File: src/rtl/uart_pkg.sv
// Shared types and timing constants for the 8N1 echo UART.
// Both the receiver and the echo transmitter import this package.
package uart_pkg;

    localparam int unsigned CLKS_PER_BIT_DEFAULT = 434;
    localparam int unsigned SYNC_STAGES_DEFAULT  = 2;

    typedef enum logic [2:0] {
        RX_IDLE  = 3'd0,
        RX_START = 3'd1,
        RX_DATA  = 3'd2,
        RX_STOP  = 3'd3,
        RX_BREAK = 3'd4
    } rx_state_t;

    typedef enum logic [1:0] {
        TX_IDLE  = 2'd0,
        TX_START = 2'd1,
        TX_DATA  = 2'd2,
        TX_STOP  = 2'd3
    } tx_state_t;

    // Mid-bit offset: the start bit is checked half a bit after its falling edge.
    function automatic int unsigned half_bit(input int unsigned cpb);
        return cpb / 32'd2;
    endfunction

endpackage

File: src/rtl/uart_rx.sv
// 8N1 receiver: synchronises rxd, samples each bit at its midpoint and reports
// a correctly framed byte (valid) or a low stop bit (frame_err).
module uart_rx
    import uart_pkg::*;
#(
    parameter int unsigned CLKS_PER_BIT = CLKS_PER_BIT_DEFAULT,
    parameter int unsigned SYNC_STAGES  = SYNC_STAGES_DEFAULT
) (
    input  logic       clk,
    input  logic       rst_n,
    input  logic       rxd,
    output logic [7:0] data,
    output logic       valid,
    output logic       frame_err
);

    localparam int unsigned HALF  = half_bit(CLKS_PER_BIT);
    localparam int unsigned CNT_W = $clog2(CLKS_PER_BIT);
    localparam logic [CNT_W-1:0] BIT_LAST  = CNT_W'(CLKS_PER_BIT - 1);
    localparam logic [CNT_W-1:0] HALF_LAST = CNT_W'(HALF - 1);

    logic [SYNC_STAGES-1:0] sync_q, sync_d;
    logic                   rxs;
    rx_state_t              state_q, state_d;
    logic [CNT_W-1:0]       cnt_q, cnt_d;
    logic [2:0]             bit_q, bit_d;
    logic [7:0]             shift_q, shift_d;
    logic [7:0]             data_q, data_d;
    logic                   valid_q, valid_d;
    logic                   ferr_q, ferr_d;

    assign rxs       = sync_q[SYNC_STAGES-1];
    assign data      = data_q;
    assign valid     = valid_q;
    assign frame_err = ferr_q;

    // Synchroniser shift chain; presets high so reset does not look like a start bit.
    always_comb begin
        sync_d = {sync_q[SYNC_STAGES-2:0], rxd};
    end

    // Receive FSM next-state, bit sampling and one-cycle result pulses.
    always_comb begin
        state_d = state_q;
        cnt_d   = cnt_q;
        bit_d   = bit_q;
        shift_d = shift_q;
        data_d  = data_q;
        valid_d = 1'b0;
        ferr_d  = 1'b0;
        case (state_q)
            RX_IDLE: begin
                if (!rxs) begin
                    state_d = RX_START;
                    cnt_d   = {CNT_W{1'b0}};
                end else begin
                    state_d = RX_IDLE;
                end
            end
            RX_START: begin
                if (cnt_q == HALF_LAST) begin
                    cnt_d = {CNT_W{1'b0}};
                    if (rxs) begin
                        state_d = RX_IDLE;
                    end else begin
                        state_d = RX_DATA;
                        bit_d   = 3'd0;
                    end
                end else begin
                    cnt_d = cnt_q + 1'b1;
                end
            end
            RX_DATA: begin
                if (cnt_q == BIT_LAST) begin
                    cnt_d   = {CNT_W{1'b0}};
                    shift_d = {rxs, shift_q[7:1]};
                    if (bit_q == 3'd7) begin
                        state_d = RX_STOP;
                    end else begin
                        bit_d = bit_q + 3'd1;
                    end
                end else begin
                    cnt_d = cnt_q + 1'b1;
                end
            end
            RX_STOP: begin
                if (cnt_q == BIT_LAST) begin
                    cnt_d = {CNT_W{1'b0}};
                    if (rxs) begin
                        data_d  = shift_q;
                        valid_d = 1'b1;
                        state_d = RX_IDLE;
                    end else begin
                        ferr_d  = 1'b1;
                        state_d = RX_BREAK;
                    end
                end else begin
                    cnt_d = cnt_q + 1'b1;
                end
            end
            RX_BREAK: begin
                if (rxs) begin
                    state_d = RX_IDLE;
                end else begin
                    state_d = RX_BREAK;
                end
            end
            default: begin
                state_d = RX_IDLE;
                cnt_d   = {CNT_W{1'b0}};
            end
        endcase
    end

    // Receiver state and output registers.
    always_ff @(posedge clk or negedge rst_n) begin
        if (!rst_n) begin
            sync_q  <= {SYNC_STAGES{1'b1}};
            state_q <= RX_IDLE;
            cnt_q   <= {CNT_W{1'b0}};
            bit_q   <= 3'd0;
            shift_q <= 8'h00;
            data_q  <= 8'h00;
            valid_q <= 1'b0;
            ferr_q  <= 1'b0;
        end else begin
            sync_q  <= sync_d;
            state_q <= state_d;
            cnt_q   <= cnt_d;
            bit_q   <= bit_d;
            shift_q <= shift_d;
            data_q  <= data_d;
            valid_q <= valid_d;
            ferr_q  <= ferr_d;
        end
    end

endmodule

File: src/rtl/uart.sv
// Loopback console front end: receives 8N1 bytes on rxd, presents the last good
// byte on echo and retransmits it on txd when the transmitter is free.
module uart
    import uart_pkg::*;
#(
    parameter int unsigned CLKS_PER_BIT = CLKS_PER_BIT_DEFAULT,
    parameter int unsigned SYNC_STAGES  = SYNC_STAGES_DEFAULT
) (
    input  logic       clk,
    input  logic       rst_n,
    input  logic       rxd,
    output logic [7:0] echo,
    output logic       rx_valid,
    output logic       frame_err,
    output logic       txd,
    output logic       tx_busy
);

    localparam int unsigned CNT_W = $clog2(CLKS_PER_BIT);
    localparam logic [CNT_W-1:0] BIT_LAST = CNT_W'(CLKS_PER_BIT - 1);

    logic [7:0]       rx_data_s;
    logic             rx_valid_s;
    logic             rx_ferr_s;

    tx_state_t        tx_state_q, tx_state_d;
    logic [CNT_W-1:0] tx_cnt_q, tx_cnt_d;
    logic [2:0]       tx_bit_q, tx_bit_d;
    logic [7:0]       tx_shift_q, tx_shift_d;
    logic             txd_q, txd_d;
    logic             tx_busy_q, tx_busy_d;

    uart_rx #(
        .CLKS_PER_BIT (CLKS_PER_BIT),
        .SYNC_STAGES  (SYNC_STAGES)
    ) u_rx (
        .clk       (clk),
        .rst_n     (rst_n),
        .rxd       (rxd),
        .data      (rx_data_s),
        .valid     (rx_valid_s),
        .frame_err (rx_ferr_s)
    );

    assign echo      = rx_data_s;
    assign rx_valid  = rx_valid_s;
    assign frame_err = rx_ferr_s;
    assign txd       = txd_q;
    assign tx_busy   = tx_busy_q;

    // Transmit FSM; a byte arriving while not idle (including the final stop cycle) is dropped.
    always_comb begin
        tx_state_d = tx_state_q;
        tx_cnt_d   = tx_cnt_q;
        tx_bit_d   = tx_bit_q;
        tx_shift_d = tx_shift_q;
        txd_d      = txd_q;
        tx_busy_d  = tx_busy_q;
        case (tx_state_q)
            TX_IDLE: begin
                if (rx_valid_s) begin
                    tx_shift_d = rx_data_s;
                    tx_cnt_d   = {CNT_W{1'b0}};
                    txd_d      = 1'b0;
                    tx_busy_d  = 1'b1;
                    tx_state_d = TX_START;
                end else begin
                    txd_d      = 1'b1;
                    tx_busy_d  = 1'b0;
                end
            end
            TX_START: begin
                if (tx_cnt_q == BIT_LAST) begin
                    tx_cnt_d   = {CNT_W{1'b0}};
                    tx_bit_d   = 3'd0;
                    txd_d      = tx_shift_q[0];
                    tx_shift_d = {1'b0, tx_shift_q[7:1]};
                    tx_state_d = TX_DATA;
                end else begin
                    tx_cnt_d = tx_cnt_q + 1'b1;
                end
            end
            TX_DATA: begin
                if (tx_cnt_q == BIT_LAST) begin
                    tx_cnt_d = {CNT_W{1'b0}};
                    if (tx_bit_q == 3'd7) begin
                        txd_d      = 1'b1;
                        tx_state_d = TX_STOP;
                    end else begin
                        tx_bit_d   = tx_bit_q + 3'd1;
                        txd_d      = tx_shift_q[0];
                        tx_shift_d = {1'b0, tx_shift_q[7:1]};
                    end
                end else begin
                    tx_cnt_d = tx_cnt_q + 1'b1;
                end
            end
            TX_STOP: begin
                if (tx_cnt_q == BIT_LAST) begin
                    tx_cnt_d   = {CNT_W{1'b0}};
                    tx_busy_d  = 1'b0;
                    tx_state_d = TX_IDLE;
                end else begin
                    tx_cnt_d = tx_cnt_q + 1'b1;
                end
            end
            default: begin
                tx_cnt_d   = {CNT_W{1'b0}};
                txd_d      = 1'b1;
                tx_busy_d  = 1'b0;
                tx_state_d = TX_IDLE;
            end
        endcase
    end

    // Transmitter state and line registers.
    always_ff @(posedge clk or negedge rst_n) begin
        if (!rst_n) begin
            tx_state_q <= TX_IDLE;
            tx_cnt_q   <= {CNT_W{1'b0}};
            tx_bit_q   <= 3'd0;
            tx_shift_q <= 8'h00;
            txd_q      <= 1'b1;
            tx_busy_q  <= 1'b0;
        end else begin
            tx_state_q <= tx_state_d;
            tx_cnt_q   <= tx_cnt_d;
            tx_bit_q   <= tx_bit_d;
            tx_shift_q <= tx_shift_d;
            txd_q      <= txd_d;
            tx_busy_q  <= tx_busy_d;
        end
    end

endmodule

File: config.mk
export PLATFORM = sky130hd
export DESIGN_NAME = uart
export DESIGN_NICKNAME = d
export VERILOG_FILES = /design/src/rtl/uart_pkg.sv /design/src/rtl/uart_rx.sv /design/src/rtl/uart.sv
export SDC_FILE = /design/constraint.sdc
export NUM_CORES = 1
export LEC_CHECK = 0
export CAP_MARGIN = 0
export CORE_MARGIN = 10
export CORE_UTILIZATION = 50
export CTS_CLUSTER_SIZE = 14
export DETAILED_ROUTE_END_ITERATION = 6
export PLACE_DENSITY = 0.73
export SKIP_CTS_REPAIR_TIMING = 1
export SYNTH_ARGS = -nofsm -noshare
export SYNTH_HDL_FRONTEND = slang
export SYNTH_SLANG_ARGS = --single-unit
File: constraint.sdc
create_clock -name clk -period 2.6 [get_ports clk]
set_input_delay 0.26 -clock clk [delete_from_list [all_inputs] [get_ports clk]]
set_output_delay 0.26 -clock clk [all_outputs]
set_load 0.01 [all_outputs]
==> results.md <==
Run status:
- The run finished with clean final reports.

Pwr:
- Across the VDD grid, the largest voltage drop is roughly 0.36 mV.
- The total leakage power is 0.00152 uW.
- The overall power is 1760 uW.
- For this design the ratio of total power to cell area is 515 nW/um^2.

Synth:
- After synthesis, the netlist uses 45 different library cells.
- The share of the Yosys chip area taken by registers is 0.497.
- The post-synthesis cell type with the largest combined area is dfrtp_1.
- The average instance area after synthesis is approximately 11 sq um.
- In this run the cell area of the synthesized design comes to 2980 sq um.
- Yosys attributes the largest share of cell area to dfrtp_1 (47%), mux2_2 (12%), ha_1 (5.9%).
- The Yosys warning count is 0.
- Synthesis produced a netlist with a net count of 288.
- Counting flops and latches in the post-synthesis netlist gives 59.
- The cell count after synthesis is 271.
- The fraction of synthesized cell area taken by the top area cell type is 0.471.

Timing:
- The actual transition at the worst max-transition pin is ~0.73 ns.
- In the post-route analysis, the smallest setup slack over all paths is 0.260 ns.
- The final clock skew is 0.00537 ns.
- Setup violations remaining at the end of the flow were counted as 0.
- The number of hold violations in the final report is 0.
- The timing-limited maximum frequency is about 0.43 GHz.
- The final period utilization is 0.900.
- Setup total negative slack on the finished layout was measured at 0 ns.
- The number of max-slew violations in the final report was 0.
- Measured against its own limit, the worst slew margin works out to 0.511.
- After layout, the minimum clock period comes to 2.34 ns.
- Setup repair after global routing left no endpoint under its margin.

Worst setup path:
- The type of the worst setup path is flip-flop to flip-flop.
- At the worst endpoint, the arrival time is 2.56 ns.
- The setup check on the worst reg-to-reg path leaves a slack of 0.26 ns.
- STA classifies the critical path startpoint as a flip-flop.
- The data required time at the worst endpoint is 2.82 ns.
- The worst setup path is captured at a flip-flop.
- The biggest fanout along the worst timing path is 8.

GRT:
- The overall routing resource usage is 0.119.
- The met1 global-route usage is 0.147.
- The number of antenna violations at the first check in global routing is 0.
- The total overflow left after global routing is 0.
- The met3 track demand over resource is 0.0413.
- The number of global-route vias before repair is 2045.
- The met2 layer usage reported by global route is 0.182.
- The layer flagged by global routing as most heavily used is met2.
- Entering global routing, the biggest net connects 60 pins.
- The first global-routing pass estimated around 9400 um of wire.

Die:
- The vertical die dimension is 97.2 um.
- The initial core utilization is 0.509.
- The I/O pin total is 15.
- The standard-cell row count is 28.
- Measured along the x axis, the die boundary spans 97.2 um.
- The area enclosed by the die boundary is ~9400 sq um.
- The core box area is 5850 sq um.

Routing:
- The number of vias in the routed layout is 2070.
- The detail route stage leaves a number of antenna-violating nets equal to 0.
- The average via count per standard cell is roughly 5.5.
- The routed wire length is 5400 um.
- The final routed wire length divided by cell count is 14.4 um.
- The detailed-routing iteration count for the pre-antenna-repair pass is 4.
- The starting DRC count in detailed routing is between 80 and 90.
- For this run, design rule violations remaining after detail routing come to 0.

Clock network:
- The H-tree level count is 3.
- After clock tree synthesis, the clock-pin slew on the worst setup and hold paths is 0.07 ns.
- CTS saw 59 sinks.
- Counting the buffers created by CTS gives 9.
- The clock tree buffer depth is 2.
- The root buffer cell chosen for the clock tree is clkbuf_8.
- The source-to-sink clock delay at the later pin of the worst-skew pair is 0.33 ns.
- The clock tree from TritonCTS is built.

Place:
- The count of buffers from port buffering is 14.
- Prior to clock tree synthesis, the placed netlist has a worst setup slack of 0.285 ns.
- The total half-perimeter wirelength after legalization and detailed placement is 3670 um.
- The weighted congestion at the end of routability-driven global placement is 0.837.
- The total placed cells including tap cells is 359.
- Summing all placed instances gives a cell area of 3220 sq um.

Layout:
- The total non-filler cell area in the finished layout is between 3000 and 4000 sq um.
- The finished layout holds 375 standard cells, fillers aside.
- The fraction of layout instances using a drive strength above 1 is 0.227.
- Relative to the synthesized area, the layout overhead comes to 14.6%.
- 0 antenna diodes ended up in the layout.
- The net count of the finished layout is 312.

Job:
- Max-cap violations in this run came to 0.

Min path:
- In this run the worst hold path is classified as input pin to async pin.
cells in the mapped netlist, drive strengths merged:
| library cell | number |
|---|---|
| dfrtp | 56 |
| mux2 | 33 |
| nand2 | 28 |
| o21ai | 24 |
| ha | 14 |
| a21oi | 13 |
| inv | 12 |
| nor2 | 9 |
| nand3 | 8 |
| o211ai | 6 |
| nor3 | 5 |
| or2 | 5 |
| or3 | 5 |
| a211oi | 4 |
| nor2b | 4 |
| a22o | 3 |
| and2 | 3 |
| buf | 3 |
| clkbuf | 3 |
| dfstp | 3 |
| mux2i | 3 |
| nand2b | 3 |
| nand4 | 3 |
| a22oi | 2 |
| and3 | 2 |
| and4b | 2 |
| a2111oi | 1 |
| a21o | 1 |
| a221oi | 1 |
| a2bb2oi | 1 |
| and4 | 1 |
| and4bb | 1 |
| nor3b | 1 |
| nor4 | 1 |
| nor4b | 1 |
| nor4bb | 1 |
| o21a | 1 |
| o31ai | 1 |
| o41ai | 1 |
| or3b | 1 |
| xnor2 | 1 |
routing by layer:
layer  vias up  share of wire
li1       1029              -
met1      1008           0.49
met2        25           0.46
met3         8          0.038
met4         0          0.015
met5         -              0
worst paths after layout:
path	depth (start not counted)	startpoint	to
worst max-delay path	5	tx_state_q[0]$_DFFE_PN0P_	tx_shift_q[3]$_DFFE_PN0P_
worst min-delay path	2	rst_n	tx_cnt_q[3]$_DFFE_PN0P_
worst max register to register	5	tx_state_q[0]$_DFFE_PN0P_	tx_shift_q[3]$_DFFE_PN0P_
worst min register to register	0	u_rx.sync_q[0]$_DFF_PN1_	u_rx.sync_q[1]$_DFF_PN1_
max in group asynchronous	2	rst_n	u_rx.state_q[2]$_DFFE_PN0P_
min in group clk	1	rxd	u_rx.sync_q[0]$_DFF_PN1_
power breakdown:
group          leakage [uW]  total [uW]  switching [uW]  internal [uW]
clock             0.0000950         812             374            438
sequential         0.000799         922            1.21            921
combinational      0.000631        22.6            18.8           3.77
cells by family after synthesis:
family / share of synthesized area
muxes: 0.135
buffers and inverters: 0.0231
and+or+nand+nor: 0.156
adders and majority gates: 0.0588
AOI/OAI and AO/OA: 0.127
DFF: 0.497
xor gates and xnor gates: 0.00294
layout by cell type, fill, tap and decap left out, drive strengths merged, types with 8 or more instances in the layout:
master and count:
dfrtp 56, mux2 33, nand2 28, o21ai 24, ha 14, a21oi 13
clkdlybuf4s50 13, inv 12, nor2 9, clkbuf 9, nand3 8
through the flow:
stage | utilization | hold slack (ns)
after floorplan | - | -0.0356
after CTS | 0.583 | 0.0928
final | 0.583 | 0.0467
after detailed placement | 0.550 | 0.348
after global placement | 0.550 | 0.347
after global routing | 0.583 | 0.121
cell type report:
cell class,instances,area (sq um)
Tap cell,75,93.8
Clock inverter,7,68.8
Multi-Input combinational cell,194,1430
Timing Repair Buffer,19,173
Fill cell,496,2440
Sequential cell,59,1480
Inverter,12,45.0
Clock buffer,9,124
registers in the layout, summed over array words and instances (netlist names):
register,cells
tx_bit_q,3
tx_busy,1
tx_cnt_q,9
tx_shift_q,8
tx_state_q,2
txd,1
u_rx.bit_q,3
u_rx.cnt_q,9
u_rx.data,8
u_rx.frame_err,1
u_rx.shift_q,8
u_rx.state_q,3
u_rx.sync_q,2
u_rx.valid,1
worst max-delay path, stage by stage, from the launching register on:
cell and delay, ns:
dfrtp_1 0.38, inv_1 0.09, ha_1 0.26, or2_2 0.36, a2111oi_4 0.71, mux2_2 0.41
Note: power is estimated with default switching activity, not from simulation.
==> edit (same flow settings) <==
Change the package constant `CLKS_PER_BIT_DEFAULT` from 434 to 108.
--- a/src/rtl/uart_pkg.sv
+++ b/src/rtl/uart_pkg.sv
@@ -2,7 +2,7 @@
 // Both the receiver and the echo transmitter import this package.
 package uart_pkg;
 
-    localparam int unsigned CLKS_PER_BIT_DEFAULT = 434;
+    localparam int unsigned CLKS_PER_BIT_DEFAULT = 108;
     localparam int unsigned SYNC_STAGES_DEFAULT  = 2;
 
     typedef enum logic [2:0] {
Formal check against the unedited RTL: same outputs for any inputs over 10 cycles, from zero or initial values and one cycle with rst_n low; that may be too few to reach the edited logic, so the function may still have changed.
==> edit against the unedited design <==
Largest power group unchanged; largest cell class unchanged; via count is 18% lower; power fell by 22%; die area shrank 8.5%; worst setup slack better by 0.27 ns; cell area fell by 13%; sequential cell count decreased by 4; wire length shrank 15%; synthesized area is 11% lower.
==> edit: results (changes against the unedited design) <==
Layout
  – Fin nets: 254 (-19%)
  – Antenna cells: 0 (unchanged)
  – Filler instances: 467 (-5.8%)
  – Final Non-Filler Cells: 310 (-17%)
  – Layout cells sized above 1: 0.250 (+0.0233)

Setup path
  – Max incr delay on CP: 0.42 ns (-0.29 ns)
  – Reg2reg start: u_rx.cnt_q[0]
  – Worst path slowest cell: nor3b_4
  – FF-to-FF setup slack: 0.53 ns (+0.27 ns)
  – Worst-path fanout max: 9 (+1)
  – CP top delay family: simple AND/OR/NAND/NOR gates
  – Crit path DAT: 2.27 ns (-0.29 ns)
  – Depth of the worst register-to-register path: 5 (unchanged)
  – Reg2reg end: u_rx.data[0]

Logic synthesis
  – Ys async rst share: 1.00 (unchanged)
  – Synth unique cells: 44 (-2.2%)
  – Net Count, Synth: 236 (-18%)
  – Adder-cell share of the synthesized area: 0.0564 (-0.00241)
  – Synth top area cells: dfrtp_1, mux2_2, ha_1
  – Area share of xor/xnor cells in the synthesized design: 0.00987 (+0.00693)
  – Mux cell area share after synthesis: 0.164 (+0.0287)
  – Commonest cells post-synth: dfrtp_1, mux2_2, nand2_1
  – Synth warn: 0 (unchanged)
  – Synth Flop Type: dfrtp_1
  – Synth Area in Compound Gates: 0.113 (-0.0136)
  – Seq/Total Area, Yosys: 0.519 (+0.0215)
  – Avg Cell Area, Syn: 12.0 um2 (+9.6%)

Power and ir drop
  – Peak supply drop: 0.343 mV (-5.6%)
  – Leakage: 1.45 nW (-5.1%)
  – Pint: 0.00106 W (-22%)

Route
  – DR WL/cell: 14.8 um (+3.1%)
  – DR vias/cell: 5.49 (-0.54%)
  – DR pass1 iterations: 6 (+2)
  – Starting DRT DRC Count: 31 (-63%)

Clock tree
  – H-tree depth: 2 (-1)
  – Clk root buf: clkbuf_8
  – Max Root-Sink Buffers: 2 (unchanged)
  – Worst-path clk slew: 0.10 ns (+0.03 ns)
  – CTS buffer count: 5 (-4)
  – Clock Latency Late Sink: 0.31 ns (-0.02 ns)

GRT
  – Initial antenna violation count: 0 (unchanged)
  – Largest net degree at the start of global routing: 23 (-62%)
  – First-pass GRT wire length: 8170 um (-13%)
  – Vias in the first global route: 1769 (-13%)
  – GRT Util Overall: 0.116 (-0.00333)

Placement
  – Cell total after placement: 301 (-16%)
  – Placed wire-length estimate: 3330 um (-9.4%)
  – GPL Wtd Cong: 0.806 (-3.7%)
  – Setup Slack @ Placement: 0.537 ns (+0.251 ns)
  – # port buffers: 14 (unchanged)

Run status
  – Status: finished clean

Flow run
  – Max-cap violation count: 0 (unchanged)

Timing
  – Layout Skew: 0.0143 ns (+0.00889 ns)
  – Slew HR: 0.551 (+0.0405)

Min path
  – Worst hold path type: in -> async
==> edit: layer usage <==
layer / up-vias / part of all wire / track usage
met5: - / 0 / 0
met4: 0 / 0.018 / 0.0437
met3: 8 / 0.032 / 0.0363
met2: 19 / 0.50 / 0.194
met1: 835 / 0.45 / 0.135
li1: 840 / - / -
==> edit: cell families after synthesis <==
logic type / Yosys count
AND/OR/NAND/NOR: 57
flip-flops: 55
AO/OA/AOI/OAI: 43
multiplexers: 39
buffers and inverters: 12
adder cells (fa/ha/maj): 12
XOR/XNOR: 3
==> edit: stage by stage <==
stage	hold slack [ns]	util	power (W)	area, um2
floorplan	-0.0356	-	0.000877	2660
global placement	0.162	0.559	0.000899	2870
detailed placement	0.162	0.559	0.000899	2870
CTS	-0.186	0.577	0.00139	2970
global route	0.339	0.579	0.00143	2980
finish	0.345	0.579	0.00137	2980
==> edit: final cells by class <==
cell class | count | area share
inverter | 5 | 0.00630
timing repair buffer | 18 | 0.0563
tap | 70 | 0.0294
sequential | 55 | 0.463
clock inverter | 3 | 0.00840
clock buffer | 5 | 0.0231
multi-input combinational | 154 | 0.413
==> edit: how the worst max path moves through the flow <==
stage / from / endpoint / slack [ns] / cells after the start
2_1_floorplan: tx_state_q[0] / tx_shift_q[0] / 0.75 / 8
3_3_place_gp: u_rx.cnt_q[0] / u_rx.data[6] / 0.57 / 5
3_5_place_dp: u_rx.cnt_q[0] / u_rx.data[1] / 0.54 / 5
4_1_cts: u_rx.cnt_q[0] / u_rx.data[1] / 0.50 / 5
5_1_grt: u_rx.cnt_q[1] / u_rx.cnt_q[3] / 0.34 / 7
6_report: u_rx.cnt_q[0] / u_rx.data[0] / 0.53 / 5
==> edit: power groups by stage <==
| stage | clock (W) | combinational [W] | sequential [W] |
|---|---|---|---|
| 6_report | 0.000484 | 0.0000219 | 0.000860 |
| 5_1_grt | 0.000546 | 0.0000266 | 0.000860 |
| 4_1_cts | 0.000507 | 0.0000227 | 0.000860 |
| 3_5_place_dp | 0 | 0.0000227 | 0.000876 |
| 3_3_place_gp | 0 | 0.0000225 | 0.000876 |
| 2_1_floorplan | 0 | 0.000000626 | 0.000876 |
==> edit: worst register-to-register path, delay by kind of cell (launching register included) <==
kind	cells	cell delay (ns)
fa+ha+maj	1	0.22
simple gates	3	0.95
flops	1	0.41
mux	1	0.38
